--- config.mk ---
export PLATFORM = sky130hd
export DESIGN_NAME = mem_bus_scheduler
export DESIGN_NICKNAME = d
export VERILOG_FILES = /design/src/rtl/cpu_pkg.sv /design/src/rtl/bus_prio_sel.sv /design/src/rtl/mem_bus_scheduler.sv
export SDC_FILE = /design/constraint.sdc
export NUM_CORES = 1
export LEC_CHECK = 0
export ABC_AREA = 0
export BUFFER_PORTS_ARGS = -buffer_cell sky130_fd_sc_hd__buf_2
export CAP_MARGIN = 20
export CORE_MARGIN = 1
export CORE_UTILIZATION = 40
export CTS_CLUSTER_DIAMETER = 120
export DETAILED_ROUTE_END_ITERATION = 10
export PLACE_DENSITY = 0.82
export SYNTH_ARGS = -nofsm -noshare
export SYNTH_HDL_FRONTEND = slang
export SYNTH_SLANG_ARGS = --single-unit
--- constraint.sdc ---
create_clock -name clk -period 2.37 [get_ports clk]
set_input_delay 0 -clock clk [delete_from_list [all_inputs] [get_ports clk]]
set_output_delay 0 -clock clk [all_outputs]
set_load 0.03 [all_outputs]
--- src/rtl/cpu_pkg.sv ---
// Shared encodings for the memory bus scheduler: FSM states, bus owners, access sizes.
package cpu_pkg;

   typedef enum logic [1:0] {
      ST_IDLE = 2'd0,
      ST_BUSY = 2'd1,
      ST_RESP = 2'd2
   } bus_state_t;

   typedef enum logic [1:0] {
      OWN_NONE = 2'd0,
      OWN_F    = 2'd1,
      OWN_D    = 2'd2,
      OWN_X    = 2'd3
   } owner_t;

   localparam logic [1:0] SEL_BYTE = 2'b00;
   localparam logic [1:0] SEL_HALF = 2'b01;
   localparam logic [1:0] SEL_WORD = 2'b10;

endpackage

--- src/rtl/bus_prio_sel.sv ---
// Combinational bus winner select: D > X > F, F forced once the starvation count hits its limit.
// Zero latency; requesters are expected to be pre-masked for eligibility by the caller.
module bus_prio_sel
   import cpu_pkg::*;
#(
   parameter int STARVE_LIM = 8,
   parameter int CW         = 4
)(
   input  logic          f_elig,
   input  logic          d_elig,
   input  logic          x_elig,
   input  logic [CW-1:0] starve_cnt,
   output logic          grant_vld,
   output owner_t        grant_own
);

   logic starved;

   assign starved = (starve_cnt == CW'(STARVE_LIM));

   always_comb begin
      grant_vld = f_elig | d_elig | x_elig;
      grant_own = OWN_NONE;
      if (f_elig && starved) begin
         grant_own = OWN_F;
      end else if (d_elig) begin
         grant_own = OWN_D;
      end else if (x_elig) begin
         grant_own = OWN_X;
      end else if (f_elig) begin
         grant_own = OWN_F;
      end
   end

endmodule

--- src/rtl/mem_bus_scheduler.sv ---
// Single-port memory arbiter for fetch, data and external ports; IDLE -> BUSY -> RESP, done 2 cycles after grant.
// m_wait stretches BUSY with stable outputs; a flushed fetch completes on the bus but its done is suppressed.
module mem_bus_scheduler
   import cpu_pkg::*;
#(
   parameter int WIDTH      = 32,
   parameter int STARVE_LIM = 8
)(
   input  logic             clk,
   input  logic             rst,
   input  logic             f_req,
   input  logic [WIDTH-1:0] f_addr,
   input  logic             d_req,
   input  logic             d_we,
   input  logic [1:0]       d_sel,
   input  logic [WIDTH-1:0] d_addr,
   input  logic [WIDTH-1:0] d_wdata,
   input  logic             x_req,
   input  logic             x_we,
   input  logic [1:0]       x_sel,
   input  logic [WIDTH-1:0] x_addr,
   input  logic [WIDTH-1:0] x_wdata,
   input  logic             flush,
   input  logic [WIDTH-1:0] m_rdata,
   input  logic             m_wait,
   output logic [WIDTH-1:0] m_addr,
   output logic [WIDTH-1:0] m_wdata,
   output logic             m_we,
   output logic             m_re,
   output logic [1:0]       m_sel,
   output logic             f_done,
   output logic             d_done,
   output logic             x_done,
   output logic [WIDTH-1:0] rdata,
   output logic             busy
);

   localparam int CW = $clog2(STARVE_LIM + 1);

   bus_state_t    state;
   owner_t        owner;
   logic          kill;
   logic [CW-1:0] starve_cnt;

   logic   arb_en;
   logic   f_elig;
   logic   d_elig;
   logic   x_elig;
   logic   grant_vld;
   owner_t grant_own;

   // The owner finishing in RESP may not re-win immediately, enforcing 3-cycle spacing per requester.
   assign arb_en = (state != ST_BUSY);
   assign f_elig = arb_en && f_req && !flush && !(state == ST_RESP && owner == OWN_F);
   assign d_elig = arb_en && d_req && !(state == ST_RESP && owner == OWN_D);
   assign x_elig = arb_en && x_req && !(state == ST_RESP && owner == OWN_X);
   assign busy   = (state != ST_IDLE);

   bus_prio_sel #(
      .STARVE_LIM (STARVE_LIM),
      .CW         (CW)
   ) u_prio_sel (
      .f_elig     (f_elig),
      .d_elig     (d_elig),
      .x_elig     (x_elig),
      .starve_cnt (starve_cnt),
      .grant_vld  (grant_vld),
      .grant_own  (grant_own)
   );

   always_ff @(posedge clk or negedge rst) begin
      if (!rst) begin
         state      <= ST_IDLE;
         owner      <= OWN_NONE;
         kill       <= 1'b0;
         starve_cnt <= '0;
         m_addr     <= '0;
         m_wdata    <= '0;
         m_we       <= 1'b0;
         m_re       <= 1'b0;
         m_sel      <= SEL_BYTE;
         f_done     <= 1'b0;
         d_done     <= 1'b0;
         x_done     <= 1'b0;
         rdata      <= '0;
      end else begin
         f_done <= 1'b0;
         d_done <= 1'b0;
         x_done <= 1'b0;

         if (!f_req || (grant_vld && grant_own == OWN_F)) begin
            starve_cnt <= '0;
         end else if (grant_vld && starve_cnt != CW'(STARVE_LIM)) begin
            starve_cnt <= starve_cnt + CW'(1);
         end

         case (state)
            ST_IDLE, ST_RESP: begin
               m_re <= 1'b0;
               m_we <= 1'b0;
               if (grant_vld) begin
                  state <= ST_BUSY;
                  owner <= grant_own;
                  kill  <= 1'b0;
                  case (grant_own)
                     OWN_F: begin
                        m_addr  <= f_addr;
                        m_wdata <= '0;
                        m_sel   <= SEL_WORD;
                        m_re    <= 1'b1;
                     end
                     OWN_D: begin
                        m_addr  <= d_addr;
                        m_wdata <= d_wdata;
                        m_sel   <= d_sel;
                        m_we    <= d_we;
                        m_re    <= ~d_we;
                     end
                     OWN_X: begin
                        m_addr  <= x_addr;
                        m_wdata <= x_wdata;
                        m_sel   <= x_sel;
                        m_we    <= x_we;
                        m_re    <= ~x_we;
                     end
                     default: begin
                     end
                  endcase
               end else begin
                  state <= ST_IDLE;
                  owner <= OWN_NONE;
               end
            end
            ST_BUSY: begin
               if (flush && owner == OWN_F) begin
                  kill <= 1'b1;
               end
               if (!m_wait) begin
                  state <= ST_RESP;
                  m_re  <= 1'b0;
                  m_we  <= 1'b0;
                  if (!m_we) begin
                     rdata <= m_rdata;
                  end
                  // A flush landing on the completing edge must also suppress the fetch done.
                  case (owner)
                     OWN_F:   f_done <= !(kill || flush);
                     OWN_D:   d_done <= 1'b1;
                     OWN_X:   x_done <= 1'b1;
                     default: begin
                     end
                  endcase
               end
            end
            default: begin
               state <= ST_IDLE;
               owner <= OWN_NONE;
            end
         endcase
      end
   end

endmodule

Word level (Yosys, flattened, before mapping)
Cells that the tools add are included.

word-level totals
  flip-flop bits (word level) = 112
  latch bits = 0
  memory bits (writable) = 0
  memory bits (read-only) = 0
  input bits = 205
  output and inout port bits = 104
  word-level logic and storage cells = 99
  memories = 0

operators by class
  add/sub/neg operators = 1
  $mul = 0
  div/mod/pow operators = 0
  order comparisons = 0
  equal/unequal tests = 14
  shifts and indexed selects = 0
  mux-type cells = 33
  bitwise logic cells = 6
  reductions and logical operators = 32

operator list
  kind                 count
  $pmux 32 s3          2
  $mux 1               16
  $logic_and 1x1->1    14
  $eq 2x2->1 const B   5
  $mux 2               5
  $reduce_and 3->1     3
  $mux 4               2
  $pmux 1 s2           4
  $pmux 2 s2           2
  $eq 2x1->1 const B   3
  $logic_not 1->1      6
  $ne 2x2->1 const B   3
  $pmux 2 s3           1
  $reduce_bool 2->1    3
  $add 4x1->4 const B  1
  $eq 4x4->1 const B   1
  $ne 4x4->1 const B   1
  $not 1->1            4
  $pmux 1 s3           1
  $reduce_bool 3->1    1
  $logic_not 2->1      1
  $logic_or 1x1->1     2
  $ne 2x1->1 const B   1
  $or 1x1->1           2
  other kinds (2)      2

Longest topological paths before layout
  word-level depth = 12
  gate-level depth with buffers = 8
  depth with buffers taken out = 6

Hierarchy
A second synthesis with hierarchy kept.

unflattened totals
  cell total of the unflattened synthesis = 480
  area, all modules = 5726.7 sq um

modules (own cells, without submodules)
  module             times used  cells an instance  area an instance (sq um)
  mem_bus_scheduler  1           474                5675.4
  bus_prio_sel       1           6                  51.3

Least setup slack after synthesis
Ideal clock, no wire load.

  path type = reg-to-reg
  start point = register starve_cnt[0]
  end point = register m_wdata[23]
  setup time = 0.128 ns
  data arrival time = 1.611 ns
  path slack = 0.631 ns
  stages on the path, launching flop included = 9
  buffers on the path = 2
  clock period less this slack = 1.739 ns
  path through = dfrtp_1 -> inv_1 -> ha_1 -> and3b_1 -> buf_2 -> clkbuf_1 -> a41oi_1 -> a32oi_1 -> mux2i_1

on the way
  cells in the longest elaborated chain, start to end = 6
  elaborated cells between the ends (all ways) = 9

RTL lines
  item                                      RTL line                  source
  start, declared                           mem_bus_scheduler.sv:43   logic [CW-1:0] starve_cnt;
  start signal, assigned                    mem_bus_scheduler.sv:94   starve_cnt <= starve_cnt + CW'(1);
  $eq 4x4->1 (*)                            bus_prio_sel.sv:19        assign starved = (starve_cnt == CW'(STARVE_LIM));
  $logic_and 1x1->1 (*)                     bus_prio_sel.sv:24        if (f_elig && starved) begin
  $mux 2 (*)                                bus_prio_sel.sv:24
  $eq 2x1->1 or $eq 2x2->1 (tied branches)  mem_bus_scheduler.sv:105  case (grant_own)
  $reduce_bool 3->1 (no source line)        -
  $reduce_and 3->1 (no source line)         -
  end signal, assigned                      mem_bus_scheduler.sv:114  m_wdata <= d_wdata;
  end signal, assigned                      mem_bus_scheduler.sv:121  m_wdata <= x_wdata;
  end, declared                             mem_bus_scheduler.sv:27   output logic [WIDTH-1:0] m_wdata,

Every way passes the cells marked *; elsewhere a longest branch is shown, timed or not.
A chain may end at the register's enable or synchronous reset.

Final worst setup path
  start point = register state[1]
  end point = register m_wdata[29]

on the way
  cells in the longest elaborated chain, start to end = 11
  elaborated cells between the ends (all ways) = 30

RTL lines
  item                                                  RTL line                  source
  start, declared                                       mem_bus_scheduler.sv:40   bus_state_t state;
  start signal, assigned                                mem_bus_scheduler.sv:73   state <= ST_IDLE;
  start signal, assigned                                mem_bus_scheduler.sv:102  state <= ST_BUSY;
  start signal, assigned                                mem_bus_scheduler.sv:130  state <= ST_IDLE;
  $ne 2x1->1 or $eq 2x2->1 (tied branches)              -
  $logic_and 1x1->1                                     mem_bus_scheduler.sv:54   assign f_elig = arb_en && f_req && !flush && !(state == ST_RESP && owner == OWN_F);
  $logic_and 1x1->1 or $logic_not 1->1 (tied branches)  mem_bus_scheduler.sv:54
  $logic_and 1x1->1                                     mem_bus_scheduler.sv:54
  $mux 1                                                bus_prio_sel.sv:30        end else if (f_elig) begin
  $mux 2                                                bus_prio_sel.sv:28        end else if (x_elig) begin
  $mux 2                                                bus_prio_sel.sv:26        end else if (d_elig) begin
  $mux 2                                                bus_prio_sel.sv:24
  $eq 2x1->1 or $eq 2x2->1 (tied branches)              mem_bus_scheduler.sv:105
  $reduce_bool 3->1 (no source line)                    -
  $reduce_and 3->1 (no source line)                     -

Parallel ways exist; a longest one is shown, timed or not.

==> results by group <==
Run status
  • Status: complete, no violations

Synth
  • Count of different cell masters after synthesis: between 50 and 60
  • Synth Area per Inst: approximately 11 um2
  • Seq/Total Area, Yosys: between 40% and 50%
  • Async SR Flop Fraction: 100%
  • Yosys warning total: 0
  • Area contributors post-synth: dfrtp_1 46%, inv_1 6.3%, mux2_2 5.7%
  • Synth Flop Type: dfrtp_1
  • Synth top area share: about 46%
  • Post-synth EDFFs: 0
  • Largest area contributor in the netlist: dfrtp_1
  • Mapped Cells: just under 600
  • Post-synthesis register bit count: around 110
  • Mapped Area: just over 6000 um2
  • Post-Syn Nets: between 700 and 800

Worst hold path
  • Hold path depth: 3
  • Min-Delay Path Class: in -> reg

Clock tree
  • Clock slew at reported path FFs: roughly 0.08 ns
  • Bufs on Longest Clock Path: 2
  • Htree depth: 3
  • # resized after CTS: 0
  • Cell at the root of the clock tree: clkbuf_16
  • Number of buffers created by CTS: 9
  • Clk Latency, worst-skew pair: 0.35 ns
  • Num Clock Sinks: 112
  • CTS tree: done

Global routing
  • First-pass GRT wire length: between 30000 and 40000 um
  • Vias in the first global route: 7230
  • Met1 Resource Use GR: 31.7%
  • GRT overflow: 0
  • Initial antenna violation count: 2
  • Largest net degree at the start of global routing: between 60 and 70
  • Met3 GRT Util: about 6.6%
  • Global-route usage over all layers: between 20 and 30%
  • Grt met2 use: 50.2%
  • Global route hottest layer: met2

Detailed routing
  • Routed WL: roughly 23000 um
  • Post-DR vias/cell: between 5 and 6
  • Post-DRT Antenna Nets: 0
  • DR WL/cell: 19.0 um
  • DRC: 0
  • DRT iter0 DRCs: between 500 and 600
  • Vias: 6929
  • DRT Pass-1 Iters: 5

Finish
  • Final net count: ~1200
  • Area growth from synthesis to final layout: 58.9%
  • Most frequent cells in the layout: 307 x buf_2, 163 x dlygate4sd3_1, 112 x dfrtp_1
  • Commonest non-fill, non-tap cell in the layout: buf_2
  • Fin cells: about 1200
  • Layout cells sized above 1: a little under two fifths
  • Layout filler cell count: ~1100
  • Core Util, Final: approximately two thirds

STA
  • Max-slew violation count: 0
  • Endpoints failing setup: 0
  • Relative slew slack: 58.3%
  • RSZ-0062 raised after global routing: false
  • Final setup TNS: 0 ns
  • Skew final: ~0.0081 ns
  • Worst-Margin Slew: around 0.63 ns
  • Min Tclk post-route: between 2 and 2.5 ns
  • Hold Vio Cnt, Final: 0
  • F_max: between 400 and 500 MHz
  • Hold WS: 0.00873 ns
  • Final Cycle Share: 88.4%

Critical path
  • Setup Crit Path Kind: reg -> reg
  • Critical Path Start Type: flip-flop
  • CP required: around 2.6 ns
  • Worst Setup End Kind: flip-flop
  • Worst reg2reg path depth: 5
  • Crit path max fanout: 43
  • Crit path max-delay cell type: dfrtp_1
  • Worst stage delay on the critical path: 0.52 ns
  • CP Data Arrival Time: between 2 and 2.5 ns
  • CP cell instances: nand2b_2 -> nand3_1 -> a21oi_4 -> buf_12 -> mux2i_1

Die
  • # IOs: slightly above 300
  • Effective utilization at floorplan: a little over two fifths
  • Die area: roughly 16000 um2
  • Core area: about 15000 um2
  • Cell row count: 44
  • Die W: roughly 130 um
  • Die height: ~130 um

Placement
  • Placed insts: approximately 1000
  • Routability cong.: 0.804
  • Port bufs: 308
  • Final HPWL DP: 12900 um

Power
  • Max rail drop VDD: 0.528 mV
  • Share of power burned in combinational logic: between 50% and 60%
  • Flop pwr share: between 30% and 40%
  • Sw Ratio: between 40% and 50%
  • Clock Power Share: between 15 and 20%
  • Pleak: between 4 and 5 nW
  • Overall Power: about 11 mW
  • Internal: between 5 and 6 mW
  • Net Sw Power: around 4.9 mW
  • PD cells: 1080 nW/um2

Run
  • Max_cap viols: 0
power by group through the flow:
stage / sequential, mW / combinational, mW / clock, mW
5_1_grt: 3.26 / 6.09 / 1.72
4_1_cts: 3.16 / 5.65 / 1.64
2_1_floorplan: 4.57 / 2.49 / 0
3_5_place_dp: 3.18 / 5.45 / 0
6_report: 3.18 / 5.76 / 1.60
3_3_place_gp: 3.15 / 5.34 / 0
what timing repair did:
action,4_1_cts,5_1_grt
setup endpoints to repair,0,0
hold buffers,163,0
endpoints found under the hold margin,146,0
setup buffers,0,0
kinds of logic (layout without fill, tap and decap cells):
| group | Yosys count | in the layout | synth area share, % |
|---|---|---|---|
| adder cells (fa/ha/maj) | 2 | 2 | 0.407 |
| AND/OR/NAND/NOR | 37 | 37 | 4.23 |
| AO/OA/AOI/OAI | 188 | 188 | 26.0 |
| XOR/XNOR | 1 | 1 | 0.142 |
| buffers and inverters | 172 | 614 | 12.0 |
| flip-flops | 112 | 112 | 45.6 |
| other | 0 | 2 | 0 |
| multiplexers | 67 | 67 | 11.6 |
layout make-up:
cell class / count / area [um2] / share of cell area [%]
Clock buffer: 9 / 225 / 2.30
Clock inverter: 7 / 83.8 / 0.857
Multi-Input combinational cell: 295 / 2630 / 26.9
Antenna cell: 2 / 5.00 / 0.0512
Tap cell: 184 / 230 / 2.35
Timing Repair Buffer: 493 / 3400 / 34.8
Sequential cell: 112 / 2800 / 28.7
Inverter: 105 / 394 / 4.03
sequential cells by signal, summed over array words and instances, names as in the netlist:
name	cells
kill	1
d_done	1
m_wdata	32
owner	2
m_we	1
m_re	1
x_done	1
starve_cnt	4
m_addr	32
state	2
f_done	1
rdata	32
m_sel	2
critical path, delay by kind of cell, from the launching register on:
kind	cells	cell delay (ns)
buffers and inverters	1	0.29
muxes	1	0.25
AOI/OAI and AO/OA	1	0.24
DFF	1	0.52
and+or+nand+nor	2	0.65
Yosys cell counts (6+ instances only):
| library cell | count |
|---|---|
| o2111ai_1 | 31 |
| mux2i_1 | 34 |
| o221ai_1 | 31 |
| a22oi_1 | 32 |
| buf_2 | 26 |
| mux2_2 | 31 |
| inv_1 | 104 |
| a41oi_1 | 34 |
| clkbuf_1 | 30 |
| a32oi_1 | 34 |
| buf_4 | 6 |
| dfrtp_1 | 112 |
final timing paths:
check                                           start                      end  slack (ns)
worst min register to register  rdata[13]$_DFFE_PN0P_    rdata[13]$_DFFE_PN0P_        0.49
worst max-delay path             state[1]$_DFFE_PN0P_  m_wdata[29]$_DFFE_PN0P_        0.27
worst max register to register   state[1]$_DFFE_PN0P_  m_wdata[29]$_DFFE_PN0P_        0.27
min in group asynchronous                         rst  m_wdata[20]$_DFFE_PN0P_        0.21
max in group asynchronous                         rst    m_addr[6]$_DFFE_PN0P_        1.45
worst min-delay path                      d_wdata[21]  m_wdata[21]$_DFFE_PN0P_       0.009
layer usage:
layer / up-vias / part of all wire (%)
met5: - / 0
li1: 3083 / -
met2: 466 / 50
met3: 139 / 7.6
met4: 0 / 6.6
met1: 3241 / 36
per-stage QoR:
stage | setup slack (ns) | cell area (um2)
6_report | 0.275 | 9780
5_1_grt | 0.156 | 9780
3_5_place_dp | 0.327 | 7830
4_1_cts | 0.325 | 9770
2_1_floorplan | 0.631 | 6150
3_3_place_gp | 0.435 | 7830
No activity file was read; power rests on OpenSTA's default activity.
